[config.mk]
export PLATFORM = sky130hd
export DESIGN_NAME = config_frame_tx_flat
export DESIGN_NICKNAME = d
export VERILOG_FILES = /design/src/rtl/config_frame_tx_pkg.sv /design/src/rtl/config_frame_tx_if.sv /design/src/rtl/config_frame_tx_tx_byte_slot.sv /design/src/rtl/config_frame_tx.sv /design/src/flat_wrapper.sv
export SDC_FILE = /design/constraint.sdc
export NUM_CORES = 1
export LEC_CHECK = 0
export ABC_AREA = 1
export ABC_CLOCK_PERIOD_IN_PS = 2200
export CORE_MARGIN = 4
export CORE_UTILIZATION = 37
export DETAILED_ROUTE_END_ITERATION = 6
export PLACE_DENSITY_LB_ADDON = 0.08
export RECOVER_POWER = 100
export SYNTH_ARGS = -nofsm -noshare
export SYNTH_HDL_FRONTEND = slang
export SYNTH_HIERARCHICAL = 1
export SYNTH_SLANG_ARGS = --single-unit
[constraint.sdc]
create_clock -name clk -period 2.2 [get_ports clk]
set_input_delay 0.22 -clock clk [delete_from_list [all_inputs] [get_ports clk]]
set_output_delay 0.22 -clock clk [all_outputs]
set_load 0.02 [all_outputs]
[src/rtl/config_frame_tx_pkg.sv]
// Shared configuration-frame definitions.
// This package holds the frame geometry, the header tag, the transmit FSM
// state encodings and the header byte formatter. The intake side uses the
// same style of definitions.
package config_frame_tx_pkg;

  // Tag carried in header byte 0, bits [7:5].
  localparam logic [2:0] HANDSHAKE       = 3'b110;
  localparam int         NUM_CH          = 8;
  localparam int         DEPTH           = 32;
  localparam int         FRAME_HDR_BYTES = 6;

  localparam int CH_W      = 3;
  localparam int ADDR_W    = 5;
  localparam int HDR_IDX_W = 3;

  typedef enum logic [2:0] {
    CFT_IDLE  = 3'd0,
    CFT_HDR   = 3'd1,
    CFT_FETCH = 3'd2,
    CFT_CAPT  = 3'd3,
    CFT_SEND  = 3'd4,
    CFT_DONE  = 3'd5
  } cft_state_e;

  // Header byte idx (0..5) of the frame built from the snapshot fields.
  function automatic logic [7:0] header_byte(
    input logic [HDR_IDX_W-1:0] idx,
    input logic [7:0]           cs,
    input logic [4:0]           as,
    input logic [31:0]          ps
  );
    logic [7:0] b;
    case (idx)
      3'd0:    b = {HANDSHAKE, cs[7:3]};
      3'd1:    b = {cs[2:0], as};
      3'd2:    b = ps[31:24];
      3'd3:    b = ps[23:16];
      3'd4:    b = ps[15:8];
      default: b = ps[7:0];
    endcase
    return b;
  endfunction

endpackage

[src/rtl/config_frame_tx_if.sv]
// Bus bundle for config_frame_tx.
// Groups the frame request/snapshot inputs, the table-memory read port,
// the UART TX byte handshake and the busy/done status.
//   master : the frame transmitter (drives table reads, tx byte, status)
//   slave  : the surrounding system (drives request, table data, tx_ready)
interface config_frame_tx_if;
  import config_frame_tx_pkg::*;

  logic              start;
  logic [7:0]        channel_select;
  logic [4:0]        aline_select;
  logic [31:0]       pulse_shape;

  logic              tbl_rd_en;
  logic [CH_W-1:0]   tbl_ch;
  logic [ADDR_W-1:0] tbl_addr;
  logic [7:0]        tbl_data;

  logic [7:0]        tx_data;
  logic              tx_valid;
  logic              tx_ready;

  logic              busy;
  logic              done;

  modport master (
    input  start, channel_select, aline_select, pulse_shape, tbl_data, tx_ready,
    output tbl_rd_en, tbl_ch, tbl_addr, tx_data, tx_valid, busy, done
  );

  modport slave (
    output start, channel_select, aline_select, pulse_shape, tbl_data, tx_ready,
    input  tbl_rd_en, tbl_ch, tbl_addr, tx_data, tx_valid, busy, done
  );

endinterface

[src/rtl/config_frame_tx_tx_byte_slot.sv]
// Output holding register for the UART TX byte stream.
// A load captures din and raises tx_valid; the byte then stays put until
// the consumer takes it (tx_valid & tx_ready), after which tx_valid drops
// unless a new byte is loaded on the same cycle.
// Ports:
//   clk, rst  : clock, synchronous active-high reset (clears data and valid)
//   load, din : place a new byte in the slot
//   tx_ready  : consumer accepts the byte held in the slot
//   tx_data, tx_valid : slot contents toward the UART TX core
module tx_byte_slot (
  input  logic       clk,
  input  logic       rst,
  input  logic       load,
  input  logic [7:0] din,
  input  logic       tx_ready,
  output logic [7:0] tx_data,
  output logic       tx_valid
);

  logic [7:0] data_q, data_d;
  logic       valid_q, valid_d;

  // The owner only loads when the slot is empty or being emptied this
  // cycle, so a held byte is never overwritten under backpressure.
  always_comb begin
    data_d  = data_q;
    valid_d = valid_q;
    if (load) begin
      data_d  = din;
      valid_d = 1'b1;
    end else if (valid_q && tx_ready) begin
      valid_d = 1'b0;
    end
  end

  always_ff @(posedge clk) begin
    if (rst) begin
      data_q  <= '0;
      valid_q <= 1'b0;
    end else begin
      data_q  <= data_d;
      valid_q <= valid_d;
    end
  end

  assign tx_data  = data_q;
  assign tx_valid = valid_q;

endmodule

[src/rtl/config_frame_tx.sv]
// Configuration frame transmitter.
// Serialises one configuration frame (6 header bytes followed by the
// 8-channel x 32-byte delay table) into a byte stream for the UART TX core.
// The table is read from a synchronous memory: one strobe, data one cycle
// later, so each table byte costs FETCH/CAPT/SEND = 3 cycles at full rate.
// Ports:
//   clk, rst : clock, synchronous active-high reset (aborts any frame)
//   bus      : config_frame_tx_if.master
//              start/channel_select/aline_select/pulse_shape - frame request
//              tbl_rd_en/tbl_ch/tbl_addr/tbl_data            - table read port
//              tx_data/tx_valid/tx_ready                     - byte handshake
//              busy/done                                     - status
module config_frame_tx
  import config_frame_tx_pkg::*;
(
  input logic              clk,
  input logic              rst,
  config_frame_tx_if.master bus
);

  localparam logic [HDR_IDX_W-1:0] LAST_HDR_IDX = HDR_IDX_W'(FRAME_HDR_BYTES - 1);
  localparam logic [ADDR_W-1:0]    LAST_ADDR    = ADDR_W'(DEPTH - 1);
  localparam logic [CH_W-1:0]      LAST_CH      = CH_W'(NUM_CH - 1);

  cft_state_e           state_q, state_d;
  logic [CH_W-1:0]      ch_q, ch_d;
  logic [ADDR_W-1:0]    addr_q, addr_d;
  logic [HDR_IDX_W-1:0] hdr_idx_q, hdr_idx_d;

  // Request snapshot, frozen for the whole frame.
  logic [7:0]           cs_q, cs_d;
  logic [4:0]           as_q, as_d;
  logic [31:0]          ps_q, ps_d;

  logic                 slot_load;
  logic [7:0]           slot_din;
  logic                 tx_hs;

  assign tx_hs = bus.tx_valid && bus.tx_ready;

  always_comb begin
    state_d   = state_q;
    ch_d      = ch_q;
    addr_d    = addr_q;
    hdr_idx_d = hdr_idx_q;
    cs_d      = cs_q;
    as_d      = as_q;
    ps_d      = ps_q;
    slot_load = 1'b0;
    slot_din  = bus.tbl_data;

    case (state_q)
      CFT_IDLE: begin
        if (bus.start) begin
          cs_d      = bus.channel_select;
          as_d      = bus.aline_select;
          ps_d      = bus.pulse_shape;
          hdr_idx_d = '0;
          // B0 comes straight from the inputs being captured on this edge.
          slot_load = 1'b1;
          slot_din  = header_byte('0, bus.channel_select, bus.aline_select,
                                  bus.pulse_shape);
          state_d   = CFT_HDR;
        end
      end

      CFT_HDR: begin
        if (tx_hs) begin
          if (hdr_idx_q != LAST_HDR_IDX) begin
            // Reload on the handshake cycle keeps tx_valid high: 1 byte/cycle.
            hdr_idx_d = hdr_idx_q + 1'b1;
            slot_load = 1'b1;
            slot_din  = header_byte(hdr_idx_q + 1'b1, cs_q, as_q, ps_q);
          end else begin
            ch_d    = '0;
            addr_d  = '0;
            state_d = CFT_FETCH;
          end
        end
      end

      CFT_FETCH: begin
        state_d = CFT_CAPT;
      end

      CFT_CAPT: begin
        slot_load = 1'b1;
        slot_din  = bus.tbl_data;
        state_d   = CFT_SEND;
      end

      CFT_SEND: begin
        if (tx_hs) begin
          // Terminal compares come first, so neither counter ever wraps.
          if (addr_q != LAST_ADDR) begin
            addr_d  = addr_q + 1'b1;
            state_d = CFT_FETCH;
          end else if (ch_q != LAST_CH) begin
            addr_d  = '0;
            ch_d    = ch_q + 1'b1;
            state_d = CFT_FETCH;
          end else begin
            state_d = CFT_DONE;
          end
        end
      end

      CFT_DONE: begin
        state_d = CFT_IDLE;
      end

      default: begin
        state_d = CFT_IDLE;
      end
    endcase
  end

  always_ff @(posedge clk) begin
    if (rst) begin
      state_q   <= CFT_IDLE;
      ch_q      <= '0;
      addr_q    <= '0;
      hdr_idx_q <= '0;
    end else begin
      state_q   <= state_d;
      ch_q      <= ch_d;
      addr_q    <= addr_d;
      hdr_idx_q <= hdr_idx_d;
    end
  end

  // Snapshot is pure data: it is only consumed after being loaded by start.
  always_ff @(posedge clk) begin
    cs_q <= cs_d;
    as_q <= as_d;
    ps_q <= ps_d;
  end

  tx_byte_slot u_slot (
    .clk      (clk),
    .rst      (rst),
    .load     (slot_load),
    .din      (slot_din),
    .tx_ready (bus.tx_ready),
    .tx_data  (bus.tx_data),
    .tx_valid (bus.tx_valid)
  );

  // busy stays high through DONE; it falls on the cycle after the done pulse.
  assign bus.busy      = (state_q != CFT_IDLE);
  assign bus.done      = (state_q == CFT_DONE);
  assign bus.tbl_rd_en = (state_q == CFT_FETCH);
  // Address outputs follow the counters, which only move on the way into
  // FETCH, so they hold their last value in every other state.
  assign bus.tbl_ch    = ch_q;
  assign bus.tbl_addr  = addr_q;

endmodule

[src/flat_wrapper.sv]
// flat-port wrapper written by rule: the top's interface ports become plain ports
module config_frame_tx_flat import config_frame_tx_pkg::*;
  (clk, rst, bus_start, bus_channel_select, bus_aline_select, bus_pulse_shape, bus_tbl_data, bus_tx_ready, bus_tbl_rd_en, bus_tbl_ch, bus_tbl_addr, bus_tx_data, bus_tx_valid, bus_busy, bus_done);
  config_frame_tx_if bus_i ();
  input logic clk;
  input logic rst;
  input wire logic [$bits(bus_i.start)-1:0] bus_start;
  input wire logic [$bits(bus_i.channel_select)-1:0] bus_channel_select;
  input wire logic [$bits(bus_i.aline_select)-1:0] bus_aline_select;
  input wire logic [$bits(bus_i.pulse_shape)-1:0] bus_pulse_shape;
  input wire logic [$bits(bus_i.tbl_data)-1:0] bus_tbl_data;
  input wire logic [$bits(bus_i.tx_ready)-1:0] bus_tx_ready;
  output wire logic [$bits(bus_i.tbl_rd_en)-1:0] bus_tbl_rd_en;
  output wire logic [$bits(bus_i.tbl_ch)-1:0] bus_tbl_ch;
  output wire logic [$bits(bus_i.tbl_addr)-1:0] bus_tbl_addr;
  output wire logic [$bits(bus_i.tx_data)-1:0] bus_tx_data;
  output wire logic [$bits(bus_i.tx_valid)-1:0] bus_tx_valid;
  output wire logic [$bits(bus_i.busy)-1:0] bus_busy;
  output wire logic [$bits(bus_i.done)-1:0] bus_done;
  assign bus_i.start = bus_start;
  assign bus_i.channel_select = bus_channel_select;
  assign bus_i.aline_select = bus_aline_select;
  assign bus_i.pulse_shape = bus_pulse_shape;
  assign bus_i.tbl_data = bus_tbl_data;
  assign bus_i.tx_ready = bus_tx_ready;
  assign bus_tbl_rd_en = bus_i.tbl_rd_en;
  assign bus_tbl_ch = bus_i.tbl_ch;
  assign bus_tbl_addr = bus_i.tbl_addr;
  assign bus_tx_data = bus_i.tx_data;
  assign bus_tx_valid = bus_i.tx_valid;
  assign bus_busy = bus_i.busy;
  assign bus_done = bus_i.done;
  config_frame_tx u_core (.clk(clk), .rst(rst), .bus(bus_i));
endmodule
======== Yosys cells after proc, flatten, opt, wreduce, memory -nomap -nowiden ========
Cells that the tools add are included.
word-level totals
  register bits after elaboration ......... 68
  bits in latches ......................... 0
  bits in writable memories ............... 0
  ROM bits ................................ 0
  output and inout bits ................... 20
  word-level logic and storage cells ...... 78
  memories kept ........................... 0
cells by class
  add/sub/neg operators ................... 3
  multiply operators ...................... 0
  divide/modulo/power cells ............... 0
  $lt $le $gt $ge ......................... 0
  eq/ne operators ......................... 20
  shifts and indexed selects .............. 0
  mux-type cells .......................... 34
  bitwise gates (word level) .............. 0
  reduce and logical (&&, ||, !) cells .... 12
operators by type and width
  cell                 count
  $mux 3               14
  $pmux 8 s5           1
  $mux 5               5
  $mux 8               3
  $pmux 8 s2           1
  $pmux 3 s5           1
  $eq 3x2->1 const B   4
  $pmux 3 s2           2
  $pmux 5 s2           1
  $eq 3x3->1 const B   3
  $ne 2x1->1 const B   4
  $reduce_and 4->1     2
  $add 3x1->3 const B  2
  $eq 3x1->1 const B   2
  $logic_not 3->1      2
  $ne 2x2->1 const B   3
  $ne 3x3->1 const B   2
  $reduce_and 6->1     1
  $reduce_bool 2->1    3
  $add 5x1->5 const B  1
  $mux 1               5
  $ne 5x5->1 const B   1
  $reduce_and 5->1     1
  $ne 3x1->1 const B   1
  4 further kinds      4

======== Longest topological paths before layout ========
Gate-level depths: netlist of run 1.
  depth after elaboration ................. 6
  depth in mapped cells ................... 15
  mapped depth without buffers ............ 15

======== By module ========
The synthesis of run 1 kept the hierarchy.
by module, submodules not included
  module           instances  cells each  area an instance (um2)  sequential area each (um2)
  config_frame_tx  1          332         2,984.1                 1,631.6
  tx_byte_slot     1          38          304.0                   180.2

======== Least setup slack after synthesis of run 1 ========
Ideal clock, no wire load.
  kind .................................... register to register
  from .................................... register u_core.state_q[1]
  to ...................................... register u_core.u_slot.data_q[7], in the netlist u_core/u_slot/tx_data[7]
  library setup time ...................... 0.116 ns
  arrival ................................. 2.115 ns
  setup slack ............................. -0.031 ns
  stages on the path, launching flop included .. 9
  buffers on the path ..................... 0
  cell sequence ........................... dfxtp_1 > nor2_2 > nand2_1 > nor2_4 > a21oi_2 > nand2_1 > inv_2 > nor2_1 > nor2_1
between the ends
  word-level cells in the longest chain between the ends .. 2
  elaborated cells between the ends (all ways) .. 5
  classes of those cells .................. eq/ne (2); mux (2); reduce/logical (1)
RTL lines
  item                                line                                RTL
  from (decl)                         config_frame_tx.sv:25               cft_state_e state_q, state_d;
  from (signal assigned)              config_frame_tx.sv:125              state_q <= state_d;
  $eq 3x2->1 (tied with other cells)  config_frame_tx.sv:52               case (state_q)
  $pmux 1 s3 *                        config_frame_tx.sv:52
  named net u_core.slot_load          config_frame_tx.sv:35               logic slot_load;
  to (signal assigned)                config_frame_tx_tx_byte_slot.sv:41  data_q <= data_d;
  to (decl)                           config_frame_tx_tx_byte_slot.sv:20  logic [7:0] data_q, data_d;
The timed path passes the listed nets; every way through them passes the cells marked *.
A chain may end at the register's enable or synchronous reset.

======== Worst setup path in the final report of run 1 ========
  from .................................... register u_core.state_q[1]
  to ...................................... output bus_busy
between the ends
  word-level cells in the longest chain between the ends .. 1
RTL lines
  item               line                    RTL
  $reduce_bool 3->1  config_frame_tx.sv:150  assign bus.busy = (state_q != CFT_IDLE);
  to (decl)          flat_wrapper.sv:18      output wire logic [$bits(bus_i.busy)-1:0] bus_busy;
No other way between the ends.

==> results of run 1 <==
==> logic make-up (layout without fill, tap and decap cells) <==
family	Yosys count	count (layout)	share of synthesized area
AO/OA/AOI/OAI	44	44	0.0822
adder cells (fa/ha/maj)	9	9	0.0342
buffers and inverters	50	141	0.0582
flip-flops	68	68	0.551
AND/OR/NAND/NOR	199	199	0.274
==> final cells by class <==
class | instances | share of cell area
inverter | 47 | 0.0401
tap | 108 | 0.0307
timing repair buffer | 78 | 0.176
clock buffer | 9 | 0.0281
sequential | 68 | 0.411
clock inverter | 7 | 0.0227
multi-input combinational | 252 | 0.291
==> worst max-delay path, delay by kind of cell (launching register included) <==
kind | cells | cell delay (ns)
buffers and inverters | 1 | 0.68
DFF | 1 | 0.36
and+or+nand+nor | 2 | 0.36
==> routing by layer <==
| metal | track usage | vias to the layer above | wire length (µm) |
|---|---|---|---|
| li1 | - | 1388 | - |
| met1 | 0.191 | 1273 | 3350 |
| met2 | 0.276 | 62 | 4100 |
| met3 | 0.0444 | 6 | 438 |
| met4 | 0.0575 | 0 | 85 |
| met5 | 0 | - | 0 |
==> worst paths after layout <==
path,start,to
min,u_core/u_slot/tx_valid$_SDFFE_PP0P_,u_core/u_slot/tx_valid$_SDFFE_PP0P_
min reg2reg,u_core/u_slot/tx_valid$_SDFFE_PP0P_,u_core/u_slot/tx_valid$_SDFFE_PP0P_
max,u_core/state_q[1]$_SDFFE_PP0P_,bus_busy
max reg2reg,u_core/state_q[1]$_SDFFE_PP0P_,u_core/u_slot/tx_data[3]$_SDFFE_PP0P_
==> synthesized netlist by cell type (all sizes together) <==
cell,instances,area [µm²]
clkbuf,1,3.75
nand4,1,6.26
a211oi,3,22.5
clkinv,5,18.8
dfxtp,23,460
nand2,111,444
ha,9,113
edfxtp,45,1350
inv,42,158
nand3,30,155
o21ai,17,88.8
o21bai,1,11.3
buf,2,11.3
a21oi,16,87.6
nor2,46,218
or2,1,8.76
a21boi,2,22.5
nand3b,8,60.1
a22oi,5,37.5
nor3,2,10.0
==> metrics by stage <==
stage          area (µm²)  hold slack, ns  power (mW)  setup slack, ns
2_1_floorplan        3290           0.282        3.41           0.0787
3_3_place_gp         4200           0.478        4.14            0.257
3_5_place_dp         4200           0.480        4.16            0.219
4_1_cts              4430           0.407        5.33            0.187
5_1_grt              4400           0.468        5.58          0.00310
6_report             4400           0.483        5.18            0.243
==> power groups by stage <==
stage	combinational [mW]	sequential [mW]	clock (mW)
2_1_floorplan	1.38	2.03	0
3_3_place_gp	2.15	1.99	0
3_5_place_dp	2.18	1.98	0
4_1_cts	2.18	1.96	1.19
5_1_grt	2.34	2.00	1.24
6_report	2.08	1.96	1.15
==> sequential cells by signal (all words and copies together) (netlist names), 3 cells and up <==
name,flops
u_core/bus.tbl_ch,3
u_core/bus.tbl_addr,5
u_core/cs_q,8
u_core/ps_q,32
u_core/hdr_idx_q,3
u_core/u_slot/tx_data,8
u_core/state_q,3
u_core/as_q,5
==> timing repair <==
action                                  CTS  global route
hold endpoints to repair                  0             0
hold buffers                              0             0
resized for setup                         0             2
endpoints found under the setup margin    0             5
==> flow_metrics.py, run 1 <==
metrics = {
    "placed_design": {
        "port_buffers": 76,
        "dp.cells": 553,
        "hpwl_um": 5990,
        "place_congestion": 0.827,
    },
    "critical_path": {
        "slowest_stage": "dlygate4sd3_1",
        "rr_worst_depth": 8,
        "r2r_slack_ns": 0.26,
        "worstSetupStartpointType": "flip-flop",
        "crit_type": "flip-flop to output pin",
        "max_stage_delay_ns": 0.68,
        "path_max_fanout": 6,
        "cp.required_ns": 1.98,
        "critPathCaptureType": "output pin",
        "crit_chain": "nor2_1 > nand2_1 > dlygate4sd3_1",
        "critPathArrivalTime_ns": 1.74,
    },
    "layout": {
        "nNetsFinal": 522,
        "syn_to_final_growth_pct": 33.9,
        "insertedDiodeCount": 0,
        "seqCellArea_mm2": 0.00181,
        "drive_gt1_frac": 0.0976,
        "final_cell_mix": "nand2_1, dlygate4sd3_1, edfxtp_1, nor2_1, inv_1",
        "fin_cells": 569,
        "final_util": 0.507,
        "fill_cells": 863,
        "mostFrequentLayoutCell": "nand2_1",
        "multiInputGateArea_mm2": 0.00128,
    },
    "global_route": {
        "antenna_found_initial": 0,
        "grt_pass1_wl_um": 12700,
        "gr-usage-all-layers": 0.160,
        "grt_max_degree": 51,
        "overflow": 0,
        "grt_pass1_vias": 2739,
    },
    "power_and_ir_drop": {
        "power.internal_mw": 3.16,
        "p_sw_mw": 2.02,
        "comb_power_share": 0.401,
        "seq_power_share": 0.378,
        "powerDensity_mw_per_mm2": 1180,
        "p_clk_frac": 0.221,
        "max-vdd-ir-drop_mv": 0.369,
        "cellLeakagePower_nw": 1.93,
        "swShare": 0.390,
    },
    "worst_hold_path": {
        "hp-class": "flip-flop to flip-flop",
        "worstHoldPathCells": 2,
    },
    "clock_tree": {
        "cts_tree": "yes",
        "clkSinkCount": 68,
        "htree_levels": 3,
        "clkTransAtPathRegs_ns": 0.08,
        "cts_setup_buffers": 0,
        "max-clock-path-buffers": 2,
        "insertion_delay_ns": 0.34,
        "cts_buffers": 9,
        "cts_root_buffer": "clkbuf_8",
    },
    "synthesis": {
        "netlist_area_mm2": 0.00329,
        "ys_warn_count": 6,
        "synth.distinct_cells": 30,
        "synth_cells": 370,
        "syn_nets": 436,
        "ys_ff_latch": 68,
        "ys_seq_area_frac": 0.551,
        "synth.avg_cell_area_um2": 8.89,
    },
    "timing": {
        "final.period_utilization": 0.890,
        "fin_skew_ns": 0.00784,
        "worst_pin_slew_ns": 0.671,
        "rsz0062_at_grt": "false",
        "fin_crit_ns": 1.96,
        "setup_viol": 0,
        "fmax_mhz": 511,
        "slew_violations": 0,
        "setup_tns_ns": 0,
        "slew_headroom": 0.552,
        "hold_violations": 0,
    },
    "drt": {
        "drc_errors": 0,
        "detail_route.iter0.violations": 111,
        "wl_per_cell_um": 14.0,
        "via_per_inst": 4.80,
        "routed_wl_um": 7970,
        "vias": 2729,
        "dr.pass1.iters": 5,
        "drtAntennaViolNets": 0,
    },
    "floorplan": {
        "ios": 77,
        "core_area_mm2": 0.00868,
        "start_util": 0.379,
        "dieArea_mm2": 0.0105,
        "die_h_um": 102,
        "dieWidth_um": 102,
        "fp-row-count": 34,
    },
    "run": {
        "max_cap_violations": 0,
    },
    "run_status": {
        "status": "complete, no violations",
    },
}
(Power assumes the default switching activity.)
==> inputs of run 2 (changes only) <==
--- a/config.mk
+++ b/config.mk
@@ -10,8 +10,9 @@
 export CORE_MARGIN = 4
 export CORE_UTILIZATION = 37
 export DETAILED_ROUTE_END_ITERATION = 6
-export PLACE_DENSITY_LB_ADDON = 0.08
+export PLACE_DENSITY_LB_ADDON = 0.3
 export RECOVER_POWER = 100
+export SETUP_SLACK_MARGIN = 0.3
 export SYNTH_ARGS = -nofsm -noshare
 export SYNTH_HDL_FRONTEND = slang
 export SYNTH_HIERARCHICAL = 1
==> run 2 against run 1 <==
Effect of this change: core utilization up 2.3 points; cell count up 1.6%; design area increased by 4.6%; power is 3.7% higher; maximum frequency increased by 2.0%; register-to-register slack improved by 0.02 ns; non-clock buffer count is 4 higher; global-route usage fell by 0.71 points; sequential power barely moved; largest power group unchanged; highest routed layer unchanged.
==> flow_metrics.py, run 2 (synthesis gave the netlist of run 1 again) <==
metrics = {
    "run_status": {
        "status": "complete, no violations",
    },
    "floorplan": {
        "fp-row-count": 34,
        "dieWidth_um": 102,
        "core_area_mm2": 0.00868,
        "die_h_um": 102,
        "start_util": 0.379,
        "ios": 77,
        "dieArea_mm2": 0.0105,
    },
    "layout": {
        "fill_cells": 805,
        "seqCellArea_mm2": 0.00182,
        "design_area_mm2": 0.00460,
        "fin_cells": 578,
        "nNetsFinal": 529,
        "final_cell_mix": "nand2_1, dlygate4sd3_1, edfxtp_1, inv_1, nor2_1",
        "largest_reg_flops": 32,
        "mostFrequentLayoutCell": "nand2_1",
        "multiInputGateArea_mm2": 0.00144,
        "largest_register": "u_core/ps_q",
        "syn_to_final_growth_pct": 40.0,
        "drive_gt1_frac": 0.173,
    },
    "drt": {
        "routed_wl_um": 8000,
        "dr.pass1.iters": 4,
        "drtAntennaViolNets": 0,
        "wl_per_cell_um": 13.8,
        "wl_met3_um": 517,
        "drt-met1-wl_um": 3410,
        "vias": 2795,
        "top_layer": "met4",
        "drc_errors": 0,
        "detail_route.iter0.violations": 118,
        "wl_met2_um": 4000,
        "via_per_inst": 4.84,
    },
    "timing": {
        "rsz0062_at_grt": "true",
        "slew_violations": 0,
        "slew_headroom": 0.565,
        "fin_crit_ns": 1.92,
        "fmax_mhz": 521,
        "worst_pin_slew_ns": 0.652,
        "hold_violations": 0,
        "final.period_utilization": 0.872,
        "setup_viol": 0,
        "setup_tns_ns": 0,
        "fin_skew_ns": 0.0134,
    },
    "critical_path": {
        "worstSetupStartpointType": "flip-flop",
        "cp.required_ns": 2.42,
        "path_max_fanout": 7,
        "crit_buf_inv": 2,
        "crit_type": "flip-flop to flip-flop",
        "critPathArrivalTime_ns": 2.14,
        "rr_worst_depth": 15,
        "r2r_slack_ns": 0.28,
        "critPathCaptureType": "flip-flop",
        "cp-startpoint": "u_core/hdr_idx_q[1]$_SDFFE_PP0P_",
        "r2r_start": "u_core/hdr_idx_q[1]$_SDFFE_PP0P_",
        "crit_family": "simple AND/OR/NAND/NOR gates",
        "crit_chain": "ha_4 > nand2_4 > nand2_8 > nor2_4 > buf_12 > nor2_4 > nand3_2 > nand2_1 > inv_2 > nand2_2 > nand2_2 > nand2_2 > nand2_2 > nor2_1 > nor2_1",
        "max_stage_delay_ns": 0.45,
        "crit_path_frequent_cell": "nand2_2",
        "reg2reg_to": "u_core/u_slot/tx_data[1]$_SDFFE_PP0P_",
        "slowest_stage": "dfxtp_1",
    },
    "global_route": {
        "antenna_found_initial": 2,
        "overflow": 0,
        "gr-usage-all-layers": 0.153,
        "grt_pass1_wl_um": 12400,
        "grt_max_degree": 51,
        "grt_pass1_vias": 2650,
    },
    "clock_tree": {
        "max-clock-path-buffers": 2,
        "clkTransAtPathRegs_ns": 0.07,
        "cts_tree": "yes",
        "insertion_delay_ns": 0.34,
        "htree_levels": 3,
        "cts_root_buffer": "clkbuf_8",
        "cts_buffers": 9,
        "clkSinkCount": 68,
        "ctsHoldBuffers": 0,
    },
    "power_and_ir_drop": {
        "max-vdd-ir-drop_mv": 0.444,
        "powerDensity_mw_per_mm2": 1170,
        "cellLeakagePower_nw": 1.99,
    },
    "placed_design": {
        "port_buffers": 76,
        "dp.cells": 554,
        "place_congestion": 0.813,
        "hpwl_um": 5730,
        "dpl_cell_area_mm2": 0.00424,
    },
    "worst_hold_path": {
        "hp-class": "flip-flop to flip-flop",
        "worstHoldPathCells": 2,
        "hp-start": "u_core/u_slot/tx_valid$_SDFFE_PP0P_",
        "min_to": "u_core/u_slot/tx_valid$_SDFFE_PP0P_",
    },
    "run": {
        "max_cap_violations": 0,
    },
}
==> run 2: layout make-up <==
| cell class | instances | share of cell area |
|---|---|---|
| timing repair buffer | 82 | 0.179 |
| tap | 108 | 0.0293 |
| clock inverter | 3 | 0.00380 |
| clock buffer | 13 | 0.0394 |
| multi-input combinational | 255 | 0.313 |
| inverter | 47 | 0.0394 |
| sequential | 68 | 0.395 |
| antenna | 2 | 0.00109 |
==> run 2: through the flow <==
step	total power [mW]	setup slack, ns	hold WS, ns	util
2_1_floorplan	3.45	0.257	0.282	-
3_3_place_gp	4.13	0.303	0.474	0.488
3_5_place_dp	4.16	0.243	0.476	0.488
4_1_cts	5.29	0.298	0.421	0.516
5_1_grt	5.77	0.134	0.489	0.531
6_report	5.38	0.282	0.483	0.531
==> run 2: timing repair <==
item | in CTS | in global routing
endpoints found under the setup margin | 6 | 9
pin swaps | 3 | 32
gates cloned | 2 | 1
gates resized for setup | 3 | 43
setup buffers | 1 | 2
==> run 2: tightest hold or removal path, delay by kind of cell, from the launching register on <==
family	cells	cell delay, ns
DFF	1	0.32
AOI/OAI and AO/OA	1	0.05
and+or+nand+nor	1	0.08
==> run 2: worst max path at each step <==
stage                                            end  slack (ns)  cells past startpoint
2_1_floorplan  u_core/u_slot/tx_data[0]$_SDFFE_PP0P_        0.26                      8
3_3_place_gp   u_core/u_slot/tx_data[2]$_SDFFE_PP0P_        0.30                     14
3_5_place_dp   u_core/u_slot/tx_data[3]$_SDFFE_PP0P_        0.24                     14
4_1_cts        u_core/u_slot/tx_data[1]$_SDFFE_PP0P_        0.30                     14
5_1_grt        u_core/u_slot/tx_data[1]$_SDFFE_PP0P_        0.13                      8
6_report       u_core/u_slot/tx_data[1]$_SDFFE_PP0P_        0.28                     15
==> run 2: layer usage <==
layer | track usage | vias up
met5 | 0 | -
met4 | 0.0565 | 0
met3 | 0.0437 | 8
met2 | 0.240 | 83
met1 | 0.202 | 1290
li1 | - | 1414
==> run 2: where the power goes <==
part | total [mW] | internal (mW) | switching (mW) | leakage [nW]
sequential | 1.98 | 1.79 | 0.189 | 0.616
combinational | 2.41 | 0.905 | 1.50 | 1.27
clock | 0.986 | 0.544 | 0.442 | 0.0997
total | 5.38 | 3.24 | 2.14 | 1.99
==> inputs of run 3 (changes only) <==
--- a/config.mk
+++ b/config.mk
@@ -13,6 +13,7 @@
 export PLACE_DENSITY_LB_ADDON = 0.3
 export RECOVER_POWER = 100
 export SETUP_SLACK_MARGIN = 0.3
+export SKIP_LAST_GASP = 1
 export SYNTH_ARGS = -nofsm -noshare
 export SYNTH_HDL_FRONTEND = slang
 export SYNTH_HIERARCHICAL = 1
==> results of run 3 <==
No change in the layout: final DEF, timing and power equal those of run 2.
